--- config.mk ---
export PLATFORM = sky130hd
export DESIGN_NAME = acc_tile_buffer
export DESIGN_NICKNAME = d
export VERILOG_FILES = /design/src/rtl/acc_tile_pkg.sv /design/src/rtl/acc_tile_buffer_lane_add.sv /design/src/rtl/acc_tile_buffer.sv
export SDC_FILE = /design/constraint.sdc
export NUM_CORES = 1
export LEC_CHECK = 0
export BUFFER_PORTS_ARGS = -buffer_cell sky130_fd_sc_hd__buf_2
export CAP_MARGIN = 20
export CORE_UTILIZATION = 30
export DETAILED_ROUTE_END_ITERATION = 8
export PLACE_DENSITY_LB_ADDON = 0.15
export SKIP_LAST_GASP = 1
export SYNTH_ARGS = -nofsm -noshare
export SYNTH_HDL_FRONTEND = slang
export SYNTH_SLANG_ARGS = --single-unit
--- constraint.sdc ---
create_clock -name clk -period 6.99 [get_ports clk]
set_clock_uncertainty 0.2 [all_clocks]
set_input_delay 0.3495 -clock clk [delete_from_list [all_inputs] [get_ports clk]]
set_output_delay 0.3495 -clock clk [all_outputs]
set_load 0.1 [all_outputs]
--- src/rtl/acc_tile_pkg.sv ---
// Shared types and helpers for the accumulating tile buffer.
// The saturating add helper is used only when ACC_SAT_EN is defined.
package acc_tile_pkg;

    typedef enum logic [1:0] {
        IDLE  = 2'd0,
        LOAD  = 2'd1,
        ACCUM = 2'd2,
        DRAIN = 2'd3
    } state_e;

    localparam int DEF_DATA_W = 16;
    localparam int SAT_MAX_W  = 64;

    typedef struct packed {
        logic [SAT_MAX_W-1:0] sum;
        logic                 clip;
    } sat_res_t;

    // Operands arrive sign-extended to SAT_MAX_W; w is the real element width.
    function automatic sat_res_t sat_add(input logic [SAT_MAX_W-1:0] a,
                                         input logic [SAT_MAX_W-1:0] b,
                                         input int unsigned           w);
        sat_res_t                    res;
        logic signed [SAT_MAX_W-1:0] sum_s;
        logic signed [SAT_MAX_W-1:0] hi_s;
        logic signed [SAT_MAX_W-1:0] lo_s;
        sum_s = $signed(a) + $signed(b);
        hi_s  = (64'sd1 <<< (w - 32'd1)) - 64'sd1;
        lo_s  = -(64'sd1 <<< (w - 32'd1));
        if (sum_s > hi_s) begin
            res.sum  = hi_s;
            res.clip = 1'b1;
        end else if (sum_s < lo_s) begin
            res.sum  = lo_s;
            res.clip = 1'b1;
        end else begin
            res.sum  = sum_s;
            res.clip = 1'b0;
        end
        return res;
    endfunction

endpackage

--- src/rtl/acc_tile_buffer_lane_add.sv ---
// Per-lane signed adder: saturating when ACC_SAT_EN is defined,
// otherwise wrapping modulo 2^DATA_W with clip_o held low.
module acc_lane_add
    import acc_tile_pkg::*;
#(
    parameter int DATA_W = DEF_DATA_W
) (
    input  logic [DATA_W-1:0] a_i,
    input  logic [DATA_W-1:0] b_i,
    output logic [DATA_W-1:0] sum_o,
    output logic              clip_o
);

`ifdef ACC_SAT_EN
    sat_res_t res_s;
    logic     unused_hi_s;

    // Sign-extend into the helper's working width and clip back down.
    always_comb begin
        res_s  = sat_add({{(SAT_MAX_W-DATA_W){a_i[DATA_W-1]}}, a_i},
                         {{(SAT_MAX_W-DATA_W){b_i[DATA_W-1]}}, b_i},
                         DATA_W);
        sum_o  = res_s.sum[DATA_W-1:0];
        clip_o = res_s.clip;
    end

    assign unused_hi_s = ^res_s.sum[SAT_MAX_W-1:DATA_W];
`else
    // Plain two's-complement wrap.
    always_comb begin
        sum_o  = a_i + b_i;
        clip_o = 1'b0;
    end
`endif

endmodule

--- src/rtl/acc_tile_buffer.sv ---
// Partial-sum tile buffer: overwrite pass, accumulate passes, FIFO-order drain.
// Define ACC_SAT_EN for saturating accumulation with a sticky sat_flag.
module acc_tile_buffer
    import acc_tile_pkg::*;
#(
    parameter int DATA_W = DEF_DATA_W,
    parameter int LANES  = 2,
    parameter int DEPTH  = 8,
    parameter int LEN_W  = $clog2(DEPTH + 1)
) (
    input  logic                    clk,
    input  logic                    rst_n,
    input  logic                    clr,
    input  logic                    start,
    input  logic [LEN_W-1:0]        cfg_len,
    input  logic                    drain_req,
    input  logic                    in_valid,
    output logic                    in_ready,
    input  logic [LANES*DATA_W-1:0] in_data,
    output logic                    out_valid,
    input  logic                    out_ready,
    output logic [LANES*DATA_W-1:0] out_data,
    output logic                    out_last,
    output logic                    busy,
    output logic                    sat_flag
);

    localparam int IDX_W = $clog2(DEPTH);
    localparam int VEC_W = LANES * DATA_W;

    state_e            state_q, state_d;
    logic [IDX_W-1:0]  wr_idx_q, wr_idx_d;
    logic [IDX_W-1:0]  rd_idx_q, rd_idx_d;
    logic [LEN_W-1:0]  len_q, len_d;
    logic              pend_q, pend_d;
    logic              sat_q, sat_d;
    logic [VEC_W-1:0]  mem_q [DEPTH];

    logic [LEN_W-1:0]  last_idx_s;
    logic [LEN_W-1:0]  len_clamped_s;
    logic [VEC_W-1:0]  acc_vec_s;
    logic [VEC_W-1:0]  sum_vec_s;
    logic [LANES-1:0]  lane_clip_s;
    logic              wr_en_s;
    logic              pass_end_s;
    logic              rd_last_s;
    logic              sat_set_s;

    assign last_idx_s = len_q - LEN_W'(1);
    assign acc_vec_s  = mem_q[wr_idx_q];
    assign wr_en_s    = in_valid && in_ready;
    assign pass_end_s = wr_en_s && (LEN_W'(wr_idx_q) == last_idx_s);
    assign rd_last_s  = (LEN_W'(rd_idx_q) == last_idx_s);

    for (genvar l = 0; l < LANES; l++) begin : g_lane
        acc_lane_add #(.DATA_W(DATA_W)) u_add (
            .a_i    (acc_vec_s[l*DATA_W +: DATA_W]),
            .b_i    (in_data[l*DATA_W +: DATA_W]),
            .sum_o  (sum_vec_s[l*DATA_W +: DATA_W]),
            .clip_o (lane_clip_s[l])
        );
    end

`ifdef ACC_SAT_EN
    assign sat_set_s = wr_en_s && (state_q == ACCUM) && (|lane_clip_s);
`else
    logic unused_clip_s;
    assign unused_clip_s = |lane_clip_s;
    assign sat_set_s     = 1'b0;
`endif

    // Clamp the requested tile length into 1..DEPTH.
    always_comb begin
        if (cfg_len == {LEN_W{1'b0}}) begin
            len_clamped_s = LEN_W'(1);
        end else if (cfg_len > LEN_W'(DEPTH)) begin
            len_clamped_s = LEN_W'(DEPTH);
        end else begin
            len_clamped_s = cfg_len;
        end
    end

    // Next-state logic for the control FSM, indices and flags.
    always_comb begin
        state_d  = state_q;
        wr_idx_d = wr_idx_q;
        rd_idx_d = rd_idx_q;
        len_d    = len_q;
        pend_d   = pend_q;
        sat_d    = sat_q;
        if (clr) begin
            state_d  = IDLE;
            wr_idx_d = {IDX_W{1'b0}};
            rd_idx_d = {IDX_W{1'b0}};
            pend_d   = 1'b0;
        end else begin
            case (state_q)
                IDLE: begin
                    if (start) begin
                        len_d    = len_clamped_s;
                        sat_d    = 1'b0;
                        wr_idx_d = {IDX_W{1'b0}};
                        pend_d   = 1'b0;
                        state_d  = LOAD;
                    end else begin
                        state_d  = IDLE;
                    end
                end
                LOAD, ACCUM: begin
                    if (sat_set_s) begin
                        sat_d = 1'b1;
                    end else begin
                        sat_d = sat_q;
                    end
                    if (pass_end_s) begin
                        wr_idx_d = {IDX_W{1'b0}};
                    end else if (wr_en_s) begin
                        wr_idx_d = wr_idx_q + IDX_W'(1);
                    end else begin
                        wr_idx_d = wr_idx_q;
                    end
                    // A drain request at an ACCUM pass boundary needs no extra pass.
                    if (pass_end_s) begin
                        if (pend_q || drain_req) begin
                            state_d  = DRAIN;
                            rd_idx_d = {IDX_W{1'b0}};
                            pend_d   = 1'b0;
                        end else begin
                            state_d  = ACCUM;
                        end
                    end else if (drain_req) begin
                        if ((wr_idx_q == {IDX_W{1'b0}}) && (state_q == ACCUM)) begin
                            state_d  = DRAIN;
                            rd_idx_d = {IDX_W{1'b0}};
                            pend_d   = 1'b0;
                        end else begin
                            pend_d   = 1'b1;
                        end
                    end else begin
                        state_d = state_q;
                    end
                end
                DRAIN: begin
                    if (out_ready) begin
                        if (rd_last_s) begin
                            state_d  = IDLE;
                            rd_idx_d = {IDX_W{1'b0}};
                        end else begin
                            rd_idx_d = rd_idx_q + IDX_W'(1);
                        end
                    end else begin
                        rd_idx_d = rd_idx_q;
                    end
                end
                default: begin
                    state_d = IDLE;
                end
            endcase
        end
    end

    // Control state registers.
    always_ff @(posedge clk or negedge rst_n) begin
        if (!rst_n) begin
            state_q  <= IDLE;
            wr_idx_q <= {IDX_W{1'b0}};
            rd_idx_q <= {IDX_W{1'b0}};
            len_q    <= {LEN_W{1'b0}};
            pend_q   <= 1'b0;
            sat_q    <= 1'b0;
        end else begin
            state_q  <= state_d;
            wr_idx_q <= wr_idx_d;
            rd_idx_q <= rd_idx_d;
            len_q    <= len_d;
            pend_q   <= pend_d;
            sat_q    <= sat_d;
        end
    end

    // Tile storage: overwrite on the first pass, accumulate afterwards.
    always_ff @(posedge clk or negedge rst_n) begin
        if (!rst_n) begin
            for (int i = 0; i < DEPTH; i++) begin
                mem_q[i] <= {VEC_W{1'b0}};
            end
        end else if (!clr && wr_en_s) begin
            if (state_q == ACCUM) begin
                mem_q[wr_idx_q] <= sum_vec_s;
            end else begin
                mem_q[wr_idx_q] <= in_data;
            end
        end
    end

    assign in_ready  = (state_q == LOAD) || (state_q == ACCUM);
    assign out_valid = (state_q == DRAIN);
    assign out_data  = (state_q == DRAIN) ? mem_q[rd_idx_q] : {VEC_W{1'b0}};
    assign out_last  = (state_q == DRAIN) && rd_last_s;
    assign busy      = (state_q != IDLE);
    assign sat_flag  = sat_q;

endmodule
==> results of run 1 <==
worst max-delay path: cells and delay by family (launching register included):
| family | cells | cell delay (ns) |
|---|---|---|
| simple gates | 1 | 0.85 |
| flops | 1 | 0.64 |
| buf+inv | 1 | 0.48 |
| fa+ha+maj | 1 | 0.33 |
| compound gates | 9 | 2.40 |
final timing paths:
path / to / start / depth (start not counted) / slack [ns]
max: mem_q[255] / wr_idx_q[0] / 12 / 1.87
min in group asynchronous: mem_q[7] / rst_n / 2 / 0.26
max reg2reg: mem_q[255] / wr_idx_q[0] / 12 / 1.87
min: state_q[1] / out_ready / 3 / 0.04
min reg2reg: mem_q[254] / mem_q[254] / 2 / 0.30
max in group asynchronous: rd_idx_q[1] / rst_n / 3 / 5.08
synthesized netlist by cell type, types with 4 or more instances:
master    instances  area [um2]
a211oi_1          8        60.1
a21o_1            7        52.6
a21oi_1         104         521
a221oi_1         15         131
a22oi_1          78         586
a31oi_1          12        75.1
and2_1            8        50.1
buf_1            18        67.6
buf_2            12        60.1
clkbuf_1         81         304
dfrtp_1         269        6730
ha_1             37         463
inv_1            19        71.3
mux2_2           21         236
mux2i_1          71         711
mux4_2           67        1510
nand2_1         236         886
nand3_1          15        75.1
nand4_1          19         119
nor2_1           96         360
nor2b_1          37         231
nor3_1           14        70.1
o211ai_1          5        37.5
o21a_1            9        67.6
o21ai_0         211        1060
o21ai_1          11        55.1
o221ai_1          4        35.0
o31ai_1          20         150
xnor2_1          21         184
xor2_1            7        61.3
state kept, by name, indices dropped and copies added (netlist names):
name	flops
mem_q	256
len_q	4
rd_idx_q	3
wr_idx_q	3
state_q	2
pend_q	1
layout make-up:
class                      instances  share of cell area
clock buffer                      49              0.0582
clock inverter                    12             0.00910
inverter                          21             0.00441
multi-input combinational       1177               0.461
sequential                       269               0.377
tap                              672              0.0470
timing repair buffer             120              0.0428
cell usage in the layout (no fill, tap or decap), types with 15 or more instances in the layout:
cell       count
dfrtp_1      265
buf_4         32
xnor2_1       21
ha_1          35
clkbuf_16     37
o21ai_0      211
a221oi_1      15
mux4_2        67
nor2b_1       37
nand3_1       15
a22oi_1       78
o31ai_1       20
buf_2         77
inv_1         19
mux2_2        21
nor2_1        94
a21oi_1      104
mux2i_1       71
nand4_1       19
nand2_1      228
power by group:
part	switching, mW	leakage, nW	internal (mW)	total (mW)
sequential	0.219	3.66	1.80	2.02
clock	0.718	0.596	1.18	1.90
combinational	1.23	3.15	0.855	2.09
cells by family after synthesis:
kind of cell,count (synthesis),synth area share
DFF,269,0.436
xor gates and xnor gates,28,0.0159
and+or+nand+nor,441,0.123
muxes,162,0.161
adders and majority gates,39,0.0325
AOI/OAI and AO/OA,506,0.196
buffers and inverters,135,0.0347
other,1,0.000243
metal layers:
layer  wire length, um  GRT usage  up-vias
li1                  -          -     5886
met1             24600      0.284     6353
met2             25700      0.341      338
met3              2690     0.0370       65
met5                 0          0        -
met4              1080     0.0510        0
==> summary.md, run 1 <==
| Metric | Value |
|---|---|
| Status | finished, final reports clean |
| Min-Delay Path Class | primary input to flip-flop |
| Routed wire length | between 50 and 60 mm |
| Leak | 7.40 nW |
| Inst Count DP | 2252 |
| Post-Layout Inst Area | 0.0179 mm2 |
| Final setup viols | 0 |
| Nets | between 1500 and 2000 |
| Multi-input logic area | 0.00825 mm2 |
| Final Cycle Share | 0.732 |
| DR WL/cell | roughly 23 um |
| Worst-path cell chain | buf_4, nor2b_1, a21oi_1, o221ai_1, ha_1, a211oi_1, o211ai_1, a21oi_1, a21boi_0, a32o_1, a211oi_4, a21oi_1 |
| Antenna cell count | 0 |
| Post-CTS setup buffers | 0 |
| Worst Path Class, Setup | flip-flop to flip-flop |
| RePlAce Congestion | 0.842 |
| Worst EP arrival | 5.28 ns |
| Worst hold margin | roughly 0.040 ns |
| Die W | 229 um |
| Dpl hpwl | 34.6 mm |
| Hold Vio Cnt, Final | 0 |
| Placed instance area | 0.0166 mm2 |
| Netlist cell types | 60 |
| CP Max Fanout | 24 |
| Share of cells above drive strength 1 | 0.175 |
| Top FF cell, synth | dfrtp_1 |
| PwrDens | around 340 mW/mm2 |
| F_max | around 200 MHz |
| Initial core utilization | 0.306 |
| Critical Path Source Type | flip-flop |
| Placeable core area | 0.0505 mm2 |
| Pin count of the biggest net entering global routing | 127 |
| Post-synth EDFFs | 0 |
| Mapped Avg Cell Area | ~9.8 um2 |
| Synthesized area | 0.0155 mm2 |
| Final setup margin | 1.87 ns |
| Total power | ~6 mW |
| Unrepaired setup endpoints after global routing | no |
| Post-route DRC | 0 |
| Total grt overflow | 0 |
| Final Non-Filler Cells | roughly 2300 |
| Cell mode on critical path | a21oi_1 |
| Floorplan row count | 82 |
| Slowest library cell on the worst path | nor2b_1 |
| Max clock buf depth | 3 |
| Synth warn | 0 |
| Worst-Skew Late Latency | 0.55 ns |
| Root Driver | clkbuf_16 |
| Initial antenna violation count | 0 |
| Clock Sinks | 269 |
| Io pins | 80 |
| Hold Buf Count CTS | 7 |
| Post-Syn Nets | 1663 |
| Max VDD drop | 0.178 mV |
| WP data required | 7.15 ns |
| Die area | around 0.052 mm2 |
| Via density | 5.45 |
| Synth Instances | about 1600 |
| First-pass GRT wire length | 82.3 mm |
| FF+latch count, synth | 269 |
| CP Capture Type | flip-flop |
| Number of fill cells | between 5000 and 6000 |
| Via Count | 12642 |
| PostCTS Resize Cnt | 0 |
| Setup TNS | 0 ns |
| Buffers added on ports | 78 |
| Critical path's largest stage delay | 0.85 ns |
| Storage cell area | between 0.006 and 0.007 mm2 |
| H-tree depth | 2 |
| Die Span Y | approximately 230 um |
| Drt first pass iters | 5 |
| CTS buffer count | 35 |
| Number of global-route vias before repair | 12715 |
| Synth async-reset ratio | 1.00 |
| Maxcap violations | 0 |
| GRT Util Overall | 0.208 |
| Area Growth Syn to Fin | 15.7% |
| Worst-margin pin slew | about 1.2 ns |
| Rel. slew slack | 0.209 |
| Final ANT Viol Nets | 0 |
| Seq/Total Area, Yosys | 0.436 |
| Post-place setup slack | 1.96 ns |
| Max-slew violations | 0 |
| Final core utilization | 0.354 |
| TritonCTS clock tree | done |
| Initial DRC count | 914 |
| Tmin final | a little over 5 ns |
| Clock-pin slew on the worst setup and hold paths | 0.06 ns |
Note: power is estimated with default switching activity, not from simulation.
==> run 2, diff against run 1 <==
- clock period: 6.99 -> 4.5 ns (I/O delays scaled with it)
==> run 2 against run 1 <==
  * Routed wire length down 0.24%
  * First-iteration DRC count is 19% higher
  * Highest routed layer unchanged
  * Fmax rose by 21%
  * Sequential share of layout area down 0.93 points
  * Worst hold slack worse by 0.031 ns
  * Critical path depth increased by 1
  * Critical path type unchanged
==> summary.md, run 2 (synthesis results as in run 1) <==
| Metric | Value |
|---|---|
| Leak | 7.63 nW |
| Floorplan row count | slightly above 80 |
| Min-Delay Path Class | primary input to flip-flop |
| Die Span Y | 229 um |
| Root Driver | clkbuf_16 |
| Via density | between 5 and 6 |
| Status | finished, final reports clean |
| Final setup viols | 0 |
| Commonest non-fill, non-tap cell in the layout | dfrtp_1 |
| CP Capture Type | flip-flop |
| Clock Sinks | approximately 270 |
| CP delay by family, top | compound AO/OA/AOI/OAI gates |
| Tmin final | 4.22 ns |
| Worst Path Class, Setup | flip-flop to flip-flop |
| Worst-margin pin slew | 1.10 ns |
| Final Cycle Share | 0.937 |
| Initial DRC count | 1086 |
| Cell mode on critical path | buf_4 |
| Worst-path cell chain | buf_4, buf_4, mux4_2, nand2_1, nand3_1, fa_1, a21o_1, a221oi_2, o21ai_1, a221oi_1, xnor2_1, mux2i_4, a21oi_1 |
| Rel. slew slack | 0.269 |
| CP Max Fanout | 10 |
| Placeable core area | 0.0505 mm2 |
| Setup TNS | 0 ns |
| CTS buffer count | 35 |
| Dpl hpwl | 36.0 mm |
| GRT Util Overall | 0.208 |
| Largest regs | mem_q x256, len_q x4 |
| F_max | between 200 and 250 MHz |
| Worst EP arrival | 4.40 ns |
| H-tree depth | 2 |
| Area Growth Syn to Fin | 18.6% |
| Antenna cell count | 0 |
| PwrDens | 510 mW/mm2 |
| Share of cells above drive strength 1 | 0.192 |
| Post-CTS setup buffers | 0 |
| FF-to-FF path depth | 13 |
| Io pins | 80 |
| Initial core utilization | 0.306 |
| Final ANT Viol Nets | 0 |
| Post-route DRC | 0 |
| Worst hold margin | slightly above 0.009 ns |
| Maxcap violations | 0 |
| Die W | 229 um |
| Initial antenna violation count | 1 |
| Max-slew violations | 0 |
| Hold-critical path depth | 3 |
| Buffers added on ports | 78 |
| Nets | 1756 |
| Number of global-route vias before repair | 12874 |
| First-pass GRT wire length | 83.0 mm |
| Max clock buf depth | 3 |
| Stages on worst setup path | 13 |
| Number of flip-flops under the largest register name | between 200 and 300 |
| Pin count of the biggest net entering global routing | between 100 and 150 |
| Number of fill cells | approximately 5000 |
| Routed wire length | 54.0 mm |
| Critical Path Source Type | flip-flop |
| Storage cell area | 0.00674 mm2 |
| Hold Vio Cnt, Final | 0 |
| Buf+Inv Stages, Crit Path | 2 |
| Unrepaired setup endpoints after global routing | no |
| Total grt overflow | 0 |
| Multi-input logic area | 0.00828 mm2 |
| Worst-Skew Late Latency | 0.56 ns |
| Most frequent cells in the layout | dfrtp_1, nand2_1, o21ai_0 |
| Die area | 0.0524 mm2 |
| Largest Register | mem_q |
| Max VDD drop | 0.244 mV |
| Drt first pass iters | 5 |
| WP data required | 4.68 ns |
| Critical path's largest stage delay | 0.54 ns |
| Clock-pin slew on the worst setup and hold paths | 0.06 ns |
| DR WL/cell | 22.8 um |
| Slowest library cell on the worst path | dfrtp_2 |
| TritonCTS clock tree | done |
| Via Count | between 10000 and 15000 |
| RePlAce Congestion | 0.837 |
-- run 2: layout make-up --
cell class	count	share of cell area
timing repair buffer	170	0.0680
multi-input combinational	1177	0.452
clock buffer	47	0.0530
clock inverter	15	0.00928
tap	672	0.0459
sequential	269	0.368
inverter	21	0.00450
-- run 2: stage by stage --
step                      worst slack [ns]  cell area (um2)  cells  total power, mW  utilization
after global routing                0.0141            18300   2371             9.95        0.363
after CTS                           0.0828            18300   2370             9.41        0.362
after floorplan                      0.571            15500   1581             5.44            -
after global placement               0.104            16900   2287             6.50        0.336
final                                0.285            18300   2371             9.36        0.363
after detailed placement             0.112            16900   2287             6.50        0.336
-- run 2: routing by layer --
metal	routed length (um)	share of wire	global-route usage
met2	25000	0.46	0.338
met5	0	0	0
met1	25200	0.47	0.289
met3	2560	0.047	0.0259
met4	1240	0.023	0.0629
-- run 2: timing repair --
action / 4_1_cts / 5_1_grt
gates resized for setup: 0 / 7
setup endpoints to repair: 0 / 38
hold buffers: 21 / 1
endpoints found under the hold margin: 178 / 7
-- run 2: worst min-delay path, cell delays in order --
cell and delay [ns]:
buf_2 0.12, mux2i_1 0.19, a21oi_1 0.17
-- run 2: power breakdown --
group	internal (mW)	switching, mW
clock network	1.69	1.14
registers	2.80	0.327
logic	1.42	1.99
total	5.91	3.45
-- run 2: final timing paths --
kind	startpoint	end	slack, ns
setup reg to reg	wr_idx_q[0]	mem_q[238]	0.28
hold / removal	in_data[16]	mem_q[240]	0.009
setup / recovery	wr_idx_q[0]	mem_q[238]	0.28
hold reg to reg	mem_q[176]	mem_q[176]	0.30
max in group asynchronous	rst_n	mem_q[19]	2.84
min in group asynchronous	rst_n	mem_q[39]	0.14
